[config.mk]
export PLATFORM = sky130hd
export DESIGN_NAME = multicycle_control_unit
export DESIGN_NICKNAME = d
export VERILOG_FILES = /design/src/rtl/multicycle_control_unit.sv
export SDC_FILE = /design/constraint.sdc
export NUM_CORES = 1
export LEC_CHECK = 0
export CORE_UTILIZATION = 23
export DETAILED_ROUTE_END_ITERATION = 8
export HOLD_SLACK_MARGIN = 0.02
export PLACE_DENSITY = 0.58
export SYNTH_ARGS = -nofsm -noshare
export SYNTH_HDL_FRONTEND = slang
export SYNTH_SLANG_ARGS = --single-unit
[constraint.sdc]
create_clock -name i_clk -period 1.5 [get_ports i_clk]
set_input_delay 0.3 -clock i_clk [delete_from_list [all_inputs] [get_ports i_clk]]
set_output_delay 0.3 -clock i_clk [all_outputs]
set_load 0.05 [all_outputs]
[src/rtl/multicycle_control_unit.sv]
// Multi-cycle control FSM for an RV32I subset: sequences fetch/decode/execute/memory/writeback
// over a shared memory and drives datapath mux selects, write strobes and the ALU operation.
module multicycle_control_unit #(
  parameter int WIDTH      = 32,
  parameter int ALU_CTRL_W = 4
) (
  input  logic                  i_clk,
  input  logic                  i_rst,
  input  logic [WIDTH-1:0]      i_ins,
  input  logic                  i_mem_ready,
  input  logic                  i_eq,
  input  logic                  i_lt,
  input  logic                  i_ltu,
  output logic                  o_pc_write,
  output logic                  o_ir_write,
  output logic                  o_adr_src,
  output logic                  o_mem_write,
  output logic [1:0]            o_result_src,
  output logic [1:0]            o_alu_src_a,
  output logic [1:0]            o_alu_src_b,
  output logic [2:0]            o_imm_src,
  output logic [ALU_CTRL_W-1:0] o_alu_ctrl,
  output logic                  o_reg_write,
  output logic                  o_retire,
  output logic                  o_illegal,
  output logic [3:0]            o_state
);

  typedef enum logic [3:0] {
    S_FETCH    = 4'd0,
    S_DECODE   = 4'd1,
    S_MEMADR   = 4'd2,
    S_MEMREAD  = 4'd3,
    S_MEMWB    = 4'd4,
    S_MEMWRITE = 4'd5,
    S_EXECR    = 4'd6,
    S_EXECI    = 4'd7,
    S_ALUWB    = 4'd8,
    S_BRANCH   = 4'd9,
    S_JAL      = 4'd10,
    S_TRAP     = 4'd11
  } state_t;

  localparam logic [6:0] OP_LOAD   = 7'b0000011;
  localparam logic [6:0] OP_STORE  = 7'b0100011;
  localparam logic [6:0] OP_RTYPE  = 7'b0110011;
  localparam logic [6:0] OP_ITYPE  = 7'b0010011;
  localparam logic [6:0] OP_LUI    = 7'b0110111;
  localparam logic [6:0] OP_BRANCH = 7'b1100011;
  localparam logic [6:0] OP_JAL    = 7'b1101111;

  localparam logic [2:0] IMM_I = 3'd0;
  localparam logic [2:0] IMM_S = 3'd1;
  localparam logic [2:0] IMM_B = 3'd2;
  localparam logic [2:0] IMM_J = 3'd3;
  localparam logic [2:0] IMM_U = 3'd4;

  localparam logic [ALU_CTRL_W-1:0] ALU_ADD    = ALU_CTRL_W'(0);
  localparam logic [ALU_CTRL_W-1:0] ALU_SUB    = ALU_CTRL_W'(1);
  localparam logic [ALU_CTRL_W-1:0] ALU_AND    = ALU_CTRL_W'(2);
  localparam logic [ALU_CTRL_W-1:0] ALU_OR     = ALU_CTRL_W'(3);
  localparam logic [ALU_CTRL_W-1:0] ALU_XOR    = ALU_CTRL_W'(4);
  localparam logic [ALU_CTRL_W-1:0] ALU_SLT    = ALU_CTRL_W'(5);
  localparam logic [ALU_CTRL_W-1:0] ALU_SLTU   = ALU_CTRL_W'(6);
  localparam logic [ALU_CTRL_W-1:0] ALU_SLL    = ALU_CTRL_W'(7);
  localparam logic [ALU_CTRL_W-1:0] ALU_SRL    = ALU_CTRL_W'(8);
  localparam logic [ALU_CTRL_W-1:0] ALU_SRA    = ALU_CTRL_W'(9);
  localparam logic [ALU_CTRL_W-1:0] ALU_PASS_B = ALU_CTRL_W'(10);

  state_t     r_state;
  state_t     w_next;
  logic       r_illegal;
  logic       w_taken;
  logic [6:0] w_opcode;
  logic [2:0] w_funct3;
  logic       w_f7b5;
  logic       w_unused;

  assign w_opcode = i_ins[6:0];
  assign w_funct3 = i_ins[14:12];
  assign w_f7b5   = i_ins[30];
  assign w_unused = ^{i_ins[WIDTH-1:31], i_ins[29:15], i_ins[11:7]};

  // funct3 decode shared by R and I types; the two flags pick SUB and SRA respectively
  function automatic logic [ALU_CTRL_W-1:0] f_alu_op(input logic [2:0] f3,
                                                     input logic       alt_sub,
                                                     input logic       alt_sra);
    case (f3)
      3'b000:  f_alu_op = alt_sub ? ALU_SUB : ALU_ADD;
      3'b001:  f_alu_op = ALU_SLL;
      3'b010:  f_alu_op = ALU_SLT;
      3'b011:  f_alu_op = ALU_SLTU;
      3'b100:  f_alu_op = ALU_XOR;
      3'b101:  f_alu_op = alt_sra ? ALU_SRA : ALU_SRL;
      3'b110:  f_alu_op = ALU_OR;
      3'b111:  f_alu_op = ALU_AND;
      default: f_alu_op = ALU_ADD;
    endcase
  endfunction

  always_comb begin
    w_taken = 1'b0;
    case (w_funct3)
      3'b000:  w_taken = i_eq;
      3'b001:  w_taken = ~i_eq;
      3'b100:  w_taken = i_lt;
      3'b101:  w_taken = ~i_lt;
      3'b110:  w_taken = i_ltu;
      3'b111:  w_taken = ~i_ltu;
      default: w_taken = 1'b0;
    endcase
  end

  always_ff @(posedge i_clk) begin
    if (i_rst) begin
      r_state   <= S_FETCH;
      r_illegal <= 1'b0;
    end else begin
      r_state <= w_next;
      if (w_next == S_TRAP) r_illegal <= 1'b1;
    end
  end

  // Reset leaves every output at its zero default, so no strobe can fire in a reset cycle
  always_comb begin
    w_next       = r_state;
    o_pc_write   = 1'b0;
    o_ir_write   = 1'b0;
    o_adr_src    = 1'b0;
    o_mem_write  = 1'b0;
    o_result_src = 2'd0;
    o_alu_src_a  = 2'd0;
    o_alu_src_b  = 2'd0;
    o_imm_src    = IMM_I;
    o_alu_ctrl   = ALU_ADD;
    o_reg_write  = 1'b0;
    o_retire     = 1'b0;
    if (i_rst) begin
      w_next = S_FETCH;
    end else begin
      case (r_state)
        S_FETCH: begin
          o_alu_src_b  = 2'd2;
          o_result_src = 2'd2;
          o_ir_write   = i_mem_ready;
          o_pc_write   = i_mem_ready;
          if (i_mem_ready) w_next = S_DECODE;
        end
        S_DECODE: begin
          o_alu_src_a = 2'd1;
          o_alu_src_b = 2'd1;
          o_imm_src   = (w_opcode == OP_JAL) ? IMM_J : IMM_B;
          case (w_opcode)
            OP_LOAD, OP_STORE: w_next = S_MEMADR;
            OP_RTYPE:          w_next = S_EXECR;
            OP_ITYPE, OP_LUI:  w_next = S_EXECI;
            OP_BRANCH:         w_next = S_BRANCH;
            OP_JAL:            w_next = S_JAL;
            default:           w_next = S_TRAP;
          endcase
        end
        S_MEMADR: begin
          o_alu_src_a = 2'd2;
          o_alu_src_b = 2'd1;
          if (w_opcode == OP_STORE) begin
            o_imm_src = IMM_S;
            w_next    = S_MEMWRITE;
          end else begin
            o_imm_src = IMM_I;
            w_next    = S_MEMREAD;
          end
        end
        S_MEMREAD: begin
          o_adr_src = 1'b1;
          if (i_mem_ready) w_next = S_MEMWB;
        end
        S_MEMWB: begin
          o_result_src = 2'd1;
          o_reg_write  = 1'b1;
          o_retire     = 1'b1;
          w_next       = S_FETCH;
        end
        S_MEMWRITE: begin
          o_adr_src   = 1'b1;
          o_mem_write = 1'b1;
          if (i_mem_ready) begin
            o_retire = 1'b1;
            w_next   = S_FETCH;
          end
        end
        S_EXECR: begin
          o_alu_src_a = 2'd2;
          o_alu_ctrl  = f_alu_op(w_funct3, w_f7b5, w_f7b5);
          w_next      = S_ALUWB;
        end
        S_EXECI: begin
          o_alu_src_a = 2'd2;
          o_alu_src_b = 2'd1;
          if (w_opcode == OP_LUI) begin
            o_imm_src  = IMM_U;
            o_alu_ctrl = ALU_PASS_B;
          end else begin
            o_alu_ctrl = f_alu_op(w_funct3, 1'b0, w_f7b5);
          end
          w_next = S_ALUWB;
        end
        S_ALUWB: begin
          o_reg_write = 1'b1;
          o_retire    = 1'b1;
          w_next      = S_FETCH;
        end
        S_BRANCH: begin
          o_alu_src_a = 2'd2;
          o_alu_ctrl  = ALU_SUB;
          // funct3 010/011 are not branches; treat them as illegal rather than retiring
          if (w_funct3 == 3'b010 || w_funct3 == 3'b011) begin
            w_next = S_TRAP;
          end else begin
            o_retire   = 1'b1;
            o_pc_write = w_taken;
            w_next     = S_FETCH;
          end
        end
        S_JAL: begin
          o_alu_src_a = 2'd1;
          o_alu_src_b = 2'd2;
          o_pc_write  = 1'b1;
          w_next      = S_ALUWB;
        end
        S_TRAP:  w_next = S_TRAP;
        default: w_next = S_FETCH;
      endcase
    end
  end

  assign o_illegal = r_illegal & ~i_rst;
  assign o_state   = i_rst ? S_FETCH : r_state;

endmodule

==> impl_metrics.tcl <==
set metrics [dict create \
    routed_wl_um 4430 \
    startpoint_type "flip-flop" \
    hold_path_depth 2 \
    seq_area_frac_synth_pct 11.8 \
    clock_latency_ns 0.23 \
    netlist-cell-type-count 39 \
    syn_to_final_growth_pct 195 \
    final_common_cell "buf_4" \
    rr_startpoint "r_state[2]" \
    fin_crit_sh_pct 124 \
    cts_tree "done" \
    fp.dieW_um 62.7 \
    p_leak_nw 1.04 \
    grt_pass1_wl_um 6640 \
    start_util_pct 24.6 \
    drive_gt1_share_pct 72.9 \
    status "finished with violations" \
    num_rows 21 \
    hold_buffers 0 \
    clock-sinks 5 \
    hold_start "r_illegal" \
    htree_levels 1 \
    slew_viol_final 0 \
    wl_per_cell_um 16.1 \
    synth_edf_count 0 \
    design.die.area_um2 3940 \
    fill_cells 254 \
    relSlewSlack_pct 76.4 \
    max_freq_mhz 539 \
    final_cell_mix "buf_4, buf_12, buf_6, a21oi_1, nor2_1" \
    dp_hpwl_um 2860 \
    r2r_slack_ns -0.30 \
    diodes 0 \
    worst-setup-path-type "flip-flop to primary output" \
    synth_nets 167 \
    ys.flop_type "dfxtp_1" \
    grt_overflow 0 \
    cts.path.max_buffers 2 \
    rr_worst_depth 10 \
    clkTransAtPathRegs_ns 0.04 \
    grt_start_max_net_pins 17 \
    fin_ws_ns -0.354 \
    pre_cts_slack_ns -0.640 \
    numPortBuffers 40 \
    min_to "r_illegal" \
    setup_viol_count_final 23 \
    path_max_fanout 9 \
    io_pins 62 \
    antenna_found_initial 0 \
    drv_cap 0 \
    nNetsFinal 268 \
    synth.avg_cell_area_um2 6.58 \
    grt_use_total_pct 21.5 \
    coreArea_um2 3440 \
    via_per_inst 5.11 \
    routabilityCongestion 0.891 \
    cts_root_buf "clkbuf_8" \
    drc 0 \
    drt_iter0_drc 45 \
    dr.pass1.iters 4 \
    vias 1406 \
    powerDensity_nw_per_um2 1160 \
    period_needed_ns 1.85 \
    final_antenna_net_count 0 \
    cp.required_ns 1.20 \
    synthesis.area_um2 848 \
    cts_made_buffers 3 \
    ys.warnings.count 0 \
    ys_seq_elements 5 \
    finClkSkew_ns 0.00352 \
    endpoint_kind "primary output" \
    hold_viol 0 \
    ys_async_sr_fraction_pct 0 \
    holdWs_ns 0.506 \
    vdd_drop_max_uv 724 \
    crit_arrival_ns 1.55 \
    syn_inst 129 \
    grt_pass1_vias 1435 \
    hp-class "flip-flop to flip-flop" \
    violations "setup timing" \
    reg2reg_to "r_state[2]" \
    worst_pin_slew_ns 0.352 \
    grt_setup_unrepaired "yes" \
    die_y_um 62.7 \
]
-- layout make-up --
cell class | count | area [um^2] | area share [%]
Inverter | 4 | 15.0 | 0.600
Timing Repair Buffer | 109 | 1170 | 46.8
Tap cell | 46 | 57.6 | 2.30
Multi-Input combinational cell | 107 | 1100 | 44.0
Sequential cell | 5 | 113 | 4.50
Clock buffer | 4 | 45.0 | 1.80
-- flip-flops by register name, summed over array words and instances (netlist names) --
| signal | flops |
|---|---|
| r_illegal | 1 |
| r_state | 4 |
-- Yosys cell counts, types with 2 or more instances --
| cell | count | area (um^2) |
|---|---|---|
| nor3_1 | 7 | 35.0 |
| nor2_1 | 15 | 56.3 |
| nand3b_1 | 3 | 22.5 |
| mux2i_1 | 2 | 20.0 |
| dfxtp_1 | 5 | 100 |
| xor2_1 | 2 | 17.5 |
| nand2_1 | 11 | 41.3 |
| xnor2_1 | 3 | 26.3 |
| o21bai_1 | 3 | 22.5 |
| inv_1 | 4 | 15.0 |
| nand4_1 | 2 | 12.5 |
| nor4_1 | 4 | 25.0 |
| nor2b_1 | 9 | 56.3 |
| nand3_1 | 2 | 10.0 |
| nand2b_1 | 6 | 37.5 |
| a21oi_1 | 16 | 80.1 |
| or3_1 | 2 | 12.5 |
| buf_2 | 6 | 30.0 |
| clkbuf_1 | 6 | 22.5 |
| a31o_1 | 2 | 17.5 |
-- cell families (layout without fill, tap and decap cells) --
group	count (synthesis)	count (layout)	share of synthesized area, %
AND/OR/NAND/NOR	67	67	45.0
AO/OA/AOI/OAI	33	33	26.8
buffers and inverters	17	117	8.85
XOR/XNOR	5	5	5.16
flip-flops	5	5	11.8
multiplexers	2	2	2.36
-- metal layers --
metal	vias up	global-route usage (%)	share of wire [%]
met3	21	1.82	3.2
met5	-	0	0
li1	656	-	-
met4	0	11.9	5.0
met1	676	21.5	36
met2	53	42.8	56
-- stage by stage --
stage                     TNS [ns]  utilization, %  power (mW)  cell area (um^2)  cells
after floorplan              -3.30               -        1.37              1170    129
after global placement      -11.28            62.0        2.16              2130    254
after detailed placement    -11.94            62.0        2.20              2130    254
after CTS                    -4.96            69.6        2.65              2390    268
after global routing         -6.74            72.7        3.02              2500    275
final                        -5.76            72.7        2.89              2500    275
-- report_power, final --
group | total (mW) | internal (mW) | leakage [nW] | switching (mW)
logic | 2.38 | 1.22 | 0.977 | 1.16
clock network | 0.260 | 0.183 | 0.0228 | 0.0770
registers | 0.249 | 0.180 | 0.0434 | 0.0686
total | 2.89 | 1.59 | 1.04 | 1.30
-- timing repair --
action                     in CTS  in global routing
resized for setup              66                 28
pin swaps                      21                 12
setup buffers                  10                  7
setup endpoints to repair      29                 26
-- worst max-delay path by stage --
stage	slack, ns	start	end	cells after the start
2_1_floorplan	-0.56	r_state[0]	o_pc_write	4
3_3_place_gp	-0.59	i_ins[2]	o_alu_ctrl[2]	7
3_5_place_dp	-0.64	i_ins[3]	o_imm_src[0]	5
4_1_cts	-0.33	r_state[2]	o_imm_src[0]	6
5_1_grt	-0.42	r_state[2]	o_retire	6
6_report	-0.35	r_state[2]	o_retire	6
-- critical path: stages, from the launching register on --
cell and delay [ns]:
dfxtp_2 0.38, buf_4 0.25, nand2b_4 0.11, a21oi_1 0.13, a21oi_1 0.09, nor3_4 0.22, buf_12 0.16
Note: power is estimated with default switching activity, not from simulation.
